$ cat config.mk
export PLATFORM = sky130hd
export DESIGN_NAME = button_conditioner
export DESIGN_NICKNAME = d
export VERILOG_FILES = /design/src/rtl/button_conditioner.sv
export SDC_FILE = /design/constraint.sdc
export NUM_CORES = 1
export LEC_CHECK = 0
export ABC_CLOCK_PERIOD_IN_PS = 2000
export CAP_MARGIN = 20
export CORE_MARGIN = 1.5
export CORE_UTILIZATION = 50
export DETAILED_ROUTE_END_ITERATION = 6
export DONT_BUFFER_PORTS = 1
export GPL_ROUTABILITY_DRIVEN = 0
export PLACE_DENSITY_LB_ADDON = 0.12
export SYNTH_ARGS = -nofsm -noshare
export SYNTH_HDL_FRONTEND = slang
export SYNTH_SLANG_ARGS = --single-unit
$ cat constraint.sdc
create_clock -name clk -period 2 [get_ports clk]
set_input_delay 0.2 -clock clk [delete_from_list [all_inputs] [get_ports clk]]
set_output_delay 0.2 -clock clk [all_outputs]
set_load 0.05 [all_outputs]
$ cat src/rtl/button_conditioner.sv
// Push-button front end: per-channel synchroniser, stable-count debounce, clean level plus press/release pulses.
// Define BTN_AUTOREPEAT_EN to add held-button auto-repeat press pulses.
module button_conditioner #(
   parameter int N_BTN           = 3,
   parameter int SYNC_STAGES     = 2,
   parameter int DEBOUNCE_CYCLES = 500000,
   parameter int ACTIVE_LOW      = 1,
   parameter int REPEAT_DELAY    = 25000000,
   parameter int REPEAT_PERIOD   = 5000000
) (
   input  logic             clk,
   input  logic             rst,
   input  logic [N_BTN-1:0] btn_raw,
   output logic [N_BTN-1:0] btn_level,
   output logic [N_BTN-1:0] btn_press,
   output logic [N_BTN-1:0] btn_release
);

   localparam int               CNT_W    = $clog2(DEBOUNCE_CYCLES + 1);
   localparam logic [CNT_W-1:0] CNT_MAX  = CNT_W'(DEBOUNCE_CYCLES);
   localparam logic [N_BTN-1:0] POL_MASK = (ACTIVE_LOW != 0) ? {N_BTN{1'b1}} : {N_BTN{1'b0}};

   if (SYNC_STAGES < 2 || DEBOUNCE_CYCLES < 1 || REPEAT_DELAY < 1 || REPEAT_PERIOD < 1) begin : g_bad_param
      $error("button_conditioner: invalid parameter value");
   end

   typedef enum logic [1:0] {RELEASED, CONFIRM_PRESS, PRESSED, CONFIRM_RELEASE} state_t;

   logic [N_BTN-1:0]                  p;
   logic [N_BTN-1:0][SYNC_STAGES-1:0] sync_q, sync_d;
   state_t                            state_q [N_BTN];
   state_t                            state_d [N_BTN];
   logic [CNT_W-1:0]                  cnt_q   [N_BTN];
   logic [CNT_W-1:0]                  cnt_d   [N_BTN];
   logic [N_BTN-1:0]                  level_q, level_d;
   logic [N_BTN-1:0]                  press_q, press_d;
   logic [N_BTN-1:0]                  release_q, release_d;

`ifdef BTN_AUTOREPEAT_EN
   localparam int               RPT_MAX   = (REPEAT_DELAY > REPEAT_PERIOD) ? REPEAT_DELAY : REPEAT_PERIOD;
   localparam int               RPT_W     = $clog2(RPT_MAX + 1);
   localparam logic [RPT_W-1:0] RPT_FIRST = RPT_W'(REPEAT_DELAY);
   localparam logic [RPT_W-1:0] RPT_NEXT  = RPT_W'(REPEAT_PERIOD);

   logic [RPT_W-1:0] rpt_q [N_BTN];
   logic [RPT_W-1:0] rpt_d [N_BTN];
   logic [RPT_W-1:0] rpt_inc;
   logic [N_BTN-1:0] armed_q, armed_d;
`endif

   function automatic logic [CNT_W-1:0] sat_inc(input logic [CNT_W-1:0] v);
      return (v == CNT_MAX) ? v : v + 1'b1;
   endfunction

   assign p = btn_raw ^ POL_MASK;

   always_comb begin
      level_d   = level_q;
      press_d   = '0;
      release_d = '0;
`ifdef BTN_AUTOREPEAT_EN
      armed_d   = armed_q;
      rpt_inc   = '0;
`endif
      for (int i = 0; i < N_BTN; i++) begin
         sync_d[i]  = {sync_q[i][SYNC_STAGES-2:0], p[i]};
         state_d[i] = state_q[i];
         cnt_d[i]   = cnt_q[i];
         case (state_q[i])
            RELEASED: begin
               if (sync_q[i][SYNC_STAGES-1]) begin
                  state_d[i] = CONFIRM_PRESS;
                  cnt_d[i]   = CNT_W'(1);
               end else begin
                  cnt_d[i]   = '0;
               end
            end
            CONFIRM_PRESS: begin
               if (!sync_q[i][SYNC_STAGES-1]) begin
                  state_d[i] = RELEASED;
                  cnt_d[i]   = '0;
               end else if (cnt_q[i] == CNT_MAX) begin
                  state_d[i] = PRESSED;
                  cnt_d[i]   = '0;
                  level_d[i] = 1'b1;
                  press_d[i] = 1'b1;
               end else begin
                  cnt_d[i]   = sat_inc(cnt_q[i]);
               end
            end
            PRESSED: begin
               if (!sync_q[i][SYNC_STAGES-1]) begin
                  state_d[i] = CONFIRM_RELEASE;
                  cnt_d[i]   = CNT_W'(1);
               end
            end
            CONFIRM_RELEASE: begin
               if (sync_q[i][SYNC_STAGES-1]) begin
                  state_d[i]   = PRESSED;
                  cnt_d[i]     = '0;
               end else if (cnt_q[i] == CNT_MAX) begin
                  state_d[i]   = RELEASED;
                  cnt_d[i]     = '0;
                  level_d[i]   = 1'b0;
                  release_d[i] = 1'b1;
               end else begin
                  cnt_d[i]     = sat_inc(cnt_q[i]);
               end
            end
            default: begin
               state_d[i] = RELEASED;
               cnt_d[i]   = '0;
            end
         endcase
`ifdef BTN_AUTOREPEAT_EN
         // Repeat timer runs only while stably pressed; confirm-release holds it, released/confirm-press clear it.
         rpt_d[i] = rpt_q[i];
         if (state_q[i] == PRESSED) begin
            rpt_inc = rpt_q[i] + 1'b1;
            if (rpt_inc == (armed_q[i] ? RPT_NEXT : RPT_FIRST)) begin
               press_d[i] = 1'b1;
               rpt_d[i]   = '0;
               armed_d[i] = 1'b1;
            end else begin
               rpt_d[i]   = rpt_inc;
            end
         end else if (state_q[i] != CONFIRM_RELEASE) begin
            rpt_d[i]   = '0;
            armed_d[i] = 1'b0;
         end
`endif
      end
   end

   always_ff @(posedge clk or posedge rst) begin
      if (rst) begin
         sync_q    <= '0;
         level_q   <= '0;
         press_q   <= '0;
         release_q <= '0;
         for (int i = 0; i < N_BTN; i++) begin
            state_q[i] <= RELEASED;
            cnt_q[i]   <= '0;
         end
`ifdef BTN_AUTOREPEAT_EN
         armed_q <= '0;
         for (int i = 0; i < N_BTN; i++) rpt_q[i] <= '0;
`endif
      end else begin
         sync_q    <= sync_d;
         level_q   <= level_d;
         press_q   <= press_d;
         release_q <= release_d;
         for (int i = 0; i < N_BTN; i++) begin
            state_q[i] <= state_d[i];
            cnt_q[i]   <= cnt_d[i];
         end
`ifdef BTN_AUTOREPEAT_EN
         armed_q <= armed_d;
         for (int i = 0; i < N_BTN; i++) rpt_q[i] <= rpt_d[i];
`endif
      end
   end

   assign btn_level   = level_q;
   assign btn_press   = press_q;
   assign btn_release = release_q;

endmodule

==> impl_metrics.py, run 1 <==
metrics = {
    "timing": {
        "min_period_over_period_pct": 96.5,
        "setup_viol": 0,
        "post-route-min-period_ns": 1.93,
        "rsz0062_at_grt": "yes",
        "worst_pin_slew_ns": 0.821,
        "max-slew-margin-rel_pct": 45.1,
        "finalHoldViolCount": 0,
        "skew_ns": 0.00598,
        "fmax_mhz": 518,
        "drv_slew": 0,
    },
    "synth": {
        "ys_seq_area_share_pct": 47.0,
        "async_reset_ff_share_pct": 100,
        "synth_edf_count": 0,
        "ys_warn_count": 0,
        "synth_cells": 438,
        "syn_area_sq_mm": 0.00415,
        "synth_seq_cells": 78,
        "synth_top_flop_cell": "dfrtp_1",
        "ys_types": 62,
        "avgSynthCellArea_sq_um": 9.47,
        "syn-num-nets": 449,
    },
    "placement": {
        "io_buffers": 0,
        "dp_cells": 573,
        "dp_hpwl_microns": 6080,
        "place_area_sq_mm": 0.00456,
    },
    "layout": {
        "utilization_pct": 60.7,
        "syn_to_final_growth_pct": 19.0,
        "n_antenna_cell": 0,
        "fin_nets": 498,
        "drive_gt1_share_pct": 20.3,
        "regArea_sq_mm": 0.00195,
        "n_fill_cell": 682,
        "multiInputGateArea_sq_mm": 0.00207,
        "instances_no_fill": 597,
        "layout_common_cells": "77 x dfrtp_1, 48 x buf_4, 43 x nand3_1",
        "final_common_cell": "dfrtp_1",
        "stdcell_area_sq_mm": 0.00494,
    },
    "routing": {
        "via_per_inst": 5.64,
        "wl_per_cell_microns": 14.5,
        "dr.pass1.iters": 4,
        "num_vias": 3370,
        "totalWireLength_microns": 8630,
        "drtIter0Drc": 158,
        "drcViolationCount": 0,
        "postRouteAntennaNets": 0,
    },
    "power_and_ir_drop": {
        "p_per_area_mw_per_mm2": 748,
        "leakagePower_nw": 2.21,
        "peakVddDrop_mv": 0.452,
        "p_total_mw": 3.69,
    },
    "global_routing": {
        "grt_pass1_wl_microns": 14800,
        "grt_max_degree": 57,
        "grt_usage_pct": 21.5,
        "grt_overflow": 0,
        "first_global_vias": 3140,
        "antenna_found_initial": 0,
    },
    "setup_path": {
        "critPathMaxFanout": 4,
        "critical_path.cell_chain": "or4b_4, nor4_4, buf_4, nand3_1, mux2_2",
        "path_class": "reg -> reg",
        "end_kind": "flip-flop",
        "start_kind": "flip-flop",
        "cp_slowest_cell": "or4b_4",
        "cp.required_ns": 2.24,
        "worstPathArrival_ns": 2.17,
        "critPathMaxStageDelay_ns": 0.55,
    },
    "floorplanning": {
        "die_w_microns": 94.1,
        "core_area_sq_mm": 0.00813,
        "initial_core_util_pct": 51.0,
        "io_pins": 14,
        "rows": 33,
        "die-area_sq_mm": 0.00885,
        "die_h_microns": 94.1,
    },
    "cts": {
        "cts-root-buf": "clkbuf_8",
        "cts_sinks": 78,
        "cts_tree": "done",
        "cts_buffers": 9,
        "cts_buffer_depth": 2,
        "cts.clk_slew.worst_paths_ns": 0.08,
        "h-tree-depth": 3,
        "clock_latency_ns": 0.35,
    },
    "run": {
        "cap_viol_max_count": 0,
    },
    "hold_path": {
        "hold_class": "in -> async",
    },
    "outcome": {
        "status": "finished clean",
    },
}
routing by layer:
metal	part of all wire [%]	wire length (microns)	global-route usage (%)	vias up
li1	-	-	-	1681
met1	50	4300	30.0	1623
met2	45	3920	32.9	51
met3	2.7	234	4.05	15
met4	2.0	175	8.58	0
met5	0	0	0	-
cell families after synthesis:
kind of cell               count (synthesis)  share of synthesized area (%)
DFF                                       78                           47.0
muxes                                      9                           2.26
adders and majority gates                  6                           1.81
xor gates and xnor gates                  18                           3.80
AOI/OAI and AO/OA                         86                           13.7
and+or+nand+nor                          200                           26.9
buffers and inverters                     41                           4.52
worst max-delay path: cells and delay by family (launching register included):
| family | cells | cell delay [ns] |
|---|---|---|
| buffers and inverters | 1 | 0.15 |
| flip-flops | 1 | 0.38 |
| multiplexers | 1 | 0.31 |
| AND/OR/NAND/NOR | 3 | 0.96 |
state kept, by name, summed over array words and instances (netlist names), named ones only:
name,flops
btn_release,3
btn_level,3
state_q,3
sync_d,3
sync_q,3
btn_press,3
cnt_q,57
synthesized netlist by cell type (all sizes together), types with 2 or more instances:
master	n	area [sq um]
dfrtp	78	1950
nand3	43	215
nand2	40	158
nor2	26	97.6
o21ai	26	130
inv	24	90.1
a21oi	16	80.1
or3	12	75.1
a22o	11	96.3
a21o	10	75.1
nand4	10	62.6
nor3	10	55.1
nor3b	10	75.1
xor2	10	87.6
and2	9	57.6
buf	8	45.0
clkbuf	8	40.0
xnor2	8	70.1
a31oi	7	43.8
nor4	7	50.1
and3	6	38.8
ha	6	75.1
mux2i	6	60.1
or4	5	45.0
and4	4	37.5
mux2	3	33.8
nand2b	3	18.8
nand4b	3	26.3
nor4b	3	26.3
a21bo	2	20.0
a31o	2	17.5
and3b	2	18.8
nand3b	2	15.0
o211a	2	20.0
or4b	2	20.0
final timing paths:
check	startpoint	end	slack, ns	cells after the start
hold / removal	rst	cnt_q[18]	0.35	2
setup / recovery	cnt_q[44]	flip-flop	0.07	5
max in group asynchronous	rst	cnt_q[26]	1.00	3
setup reg to reg	cnt_q[44]	flip-flop	0.07	5
hold reg to reg	sync_d[3]	sync_q[3]	0.35	0
min in group clk	sync_d[3]	sync_q[3]	0.35	0
per-stage QoR:
stage	setup TNS (ns)	worst slack, ns	hold WS, ns
after global routing	-0.179	-0.0394	0.364
after CTS	0	0.0159	0.356
after detailed placement	-0.204	-0.111	0.130
final	0	0.0704	0.346
after floorplan	0	0.0504	0.259
after global placement	-0.00351	-0.00351	0.126
area by class of cell:
class | count | share of cell area [%]
Multi-Input combinational cell | 319 | 42.0
Sequential cell | 78 | 39.6
Timing Repair Buffer | 55 | 9.15
Clock buffer | 11 | 3.07
Tap cell | 105 | 2.66
Inverter | 24 | 1.90
Clock inverter | 5 | 1.65
where the power goes:
| group | internal, mW | switching (mW) | leakage, nW | total, mW |
|---|---|---|---|---|
| Combinational | 0.266 | 0.376 | 1.04 | 0.643 |
| Sequential | 1.63 | 0.0538 | 1.06 | 1.69 |
| Clock | 0.771 | 0.594 | 0.116 | 1.37 |
| Total | 2.67 | 1.02 | 2.21 | 3.69 |
repair_timing:
action	CTS	global route
pin swaps	3	2
endpoints found under the hold margin	25	0
setup endpoints to repair	4	27
hold buffers	4	0
gates resized for setup	3	16
setup buffers	0	4
(Power assumes the default switching activity.)
==> inputs of run 2 (changes only) <==
CORE_ASPECT_RATIO = 0.7   (was default)
SETUP_SLACK_MARGIN = 0.15   (was default)
==> impl_metrics.py, run 2 (synthesis gave the netlist of run 1 again) <==
metrics = {
    "outcome": {
        "status": "finished, violations left",
        "violations": "negative setup slack",
    },
    "layout": {
        "largest_reg_flops": 57,
        "n_antenna_cell": 0,
        "top_register": "cnt_q",
        "layout_common_cells": "77 x dfrtp_1, 53 x buf_4, 40 x nand3_1",
        "fin_nets": 509,
        "final_common_cell": "dfrtp_1",
        "utilization_pct": 67.0,
        "syn_to_final_growth_pct": 28.1,
        "drive_gt1_share_pct": 27.4,
        "instances_no_fill": 604,
        "n_fill_cell": 613,
    },
    "global_routing": {
        "first_global_vias": 3427,
        "grt_overflow": 0,
        "grt_pass1_wl_microns": 16500,
        "grt_usage_pct": 23.6,
        "antenna_found_initial": 0,
        "grt_max_degree": 59,
    },
    "hold_path": {
        "hold_class": "reg -> reg",
        "min-delay-start": "sync_d[1]",
    },
    "routing": {
        "totalWireLength_microns": 10000,
        "drtIter0Drc": 308,
        "via_per_inst": 5.86,
        "dr.pass1.iters": 5,
        "wl_per_cell_microns": 16.6,
        "num_vias": 3540,
        "postRouteAntennaNets": 0,
        "drcViolationCount": 0,
    },
    "setup_path": {
        "critPathBufInv": 0,
        "crit_path_start": "cnt_q[25]",
        "cp_slowest_cell": "nor4b_1",
        "cp.required_ns": 2.23,
        "critPathMaxStageDelay_ns": 0.45,
        "r2r-start": "cnt_q[25]",
        "critPathMaxFanout": 6,
        "start_kind": "flip-flop",
        "worstPathArrival_ns": 2.25,
        "crit_family": "simple AND/OR/NAND/NOR gates",
        "path_class": "reg -> reg",
        "critical_path.cell_chain": "nor4b_1, and4b_2, nand2_4, a31o_4, mux2_4",
        "end_kind": "flip-flop",
    },
    "timing": {
        "finalHoldViolCount": 0,
        "rsz0062_at_grt": "yes",
        "post-route-min-period_ns": 2.02,
        "setup_viol": 2,
        "skew_ns": 0.00459,
        "worst_pin_slew_ns": 0.599,
        "min_period_over_period_pct": 101,
        "worst_slack_ns": -0.0247,
        "max-slew-margin-rel_pct": 60.0,
        "drv_slew": 0,
        "fmax_mhz": 494,
    },
    "power_and_ir_drop": {
        "leakagePower_nw": 2.34,
        "peakVddDrop_mv": 0.715,
        "p_per_area_mw_per_mm2": 796,
    },
    "floorplanning": {
        "die_h_microns": 79.2,
        "core_area_sq_mm": 0.00794,
        "rows": 27,
        "die_w_microns": 112,
        "die-area_sq_mm": 0.00886,
        "io_pins": 14,
        "initial_core_util_pct": 52.3,
    },
    "cts": {
        "cts.clk_slew.worst_paths_ns": 0.06,
        "cts_buffers": 9,
        "h-tree-depth": 3,
        "clock_latency_ns": 0.34,
        "cts_sinks": 78,
        "cts_buffer_depth": 2,
        "cts_tree": "done",
        "cts-root-buf": "clkbuf_16",
    },
    "placement": {
        "io_buffers": 0,
        "dp_cells": 560,
        "dp_hpwl_microns": 6120,
    },
    "run": {
        "cap_viol_max_count": 0,
    },
}
run 2: cell types whose count changed in the layout (fill, tap and decap cells not counted), moves of 5 or more:
| cell | previous run | this run |
|---|---|---|
| a21oi_1 | 15 | 9 |
| a21oi_2 | 1 | 6 |
| buf_4 | 48 | 53 |
| clkbuf_16 | 0 | 9 |
| clkbuf_8 | 11 | 0 |
| o21ai_0 | 23 | 15 |
run 2: metal layers:
layer | wire length (microns) | up-vias | part of all wire [%] | track usage, %
li1 | - | 1712 | - | -
met1 | 5010 | 1736 | 50 | 33.1
met2 | 4450 | 80 | 44 | 35.2
met3 | 432 | 12 | 4.3 | 6.26
met4 | 121 | 0 | 1.2 | 8.73
met5 | 0 | - | 0 | 0
run 2: worst register-to-register path: stages, from the launching register on:
cell and delay [ns]:
dfrtp_1 0.42, nor4b_1 0.45, and4b_2 0.43, nand2_4 0.12, a31o_4 0.24, mux2_4 0.25
run 2: where the power goes:
group | internal (mW) | total [mW] | switching (mW)
clock network | 1.10 | 1.78 | 0.682
registers | 1.64 | 1.70 | 0.0609
logic | 0.322 | 0.757 | 0.435
total | 3.05 | 4.23 | 1.18
run 2: worst paths after layout:
check | cells after the start | slack, ns | to
setup reg to reg | 5 | -0.02 | cnt_q[24]
setup / recovery | 5 | -0.02 | cnt_q[24]
min in group asynchronous | 2 | 0.36 | btn_press[0]
hold reg to reg | 0 | 0.35 | sync_q[1]
hold / removal | 0 | 0.35 | sync_q[1]
max in group asynchronous | 3 | 0.99 | cnt_q[19]
run 2: metrics by stage:
stage / hold slack [ns] / TNS, ns / total power, mW / worst slack (ns) / instance area, sq um
global placement: 0.108 / 0 / 2.30 / 0.0264 / 4490
CTS: 0.349 / 0 / 4.16 / 0.0980 / 4980
detailed placement: 0.113 / 0 / 2.32 / 0.0125 / 4490
floorplan: 0.259 / 0 / 2.13 / 0.143 / 4160
finish: 0.347 / -0.0386 / 4.23 / -0.0247 / 5320
global route: 0.358 / -0.224 / 4.44 / -0.0654 / 5320
run 2: cell type report:
class                      instances  area (sq um)  area share (%)
inverter                          24          93.8            1.77
multi-input combinational        321          2290            43.1
sequential                        78          1950            36.7
timing repair buffer              64           529            9.96
tap                              101           126            2.38
clock inverter                     7          97.6            1.84
clock buffer                       9           225            4.24
run 2: repair_timing:
item,CTS,global route
pin swaps,12,34
gates cloned,2,2
setup endpoints to repair,37,58
hold buffers,4,0
gates resized for setup,15,60
endpoints found under the hold margin,23,0
buffers inserted,7,13
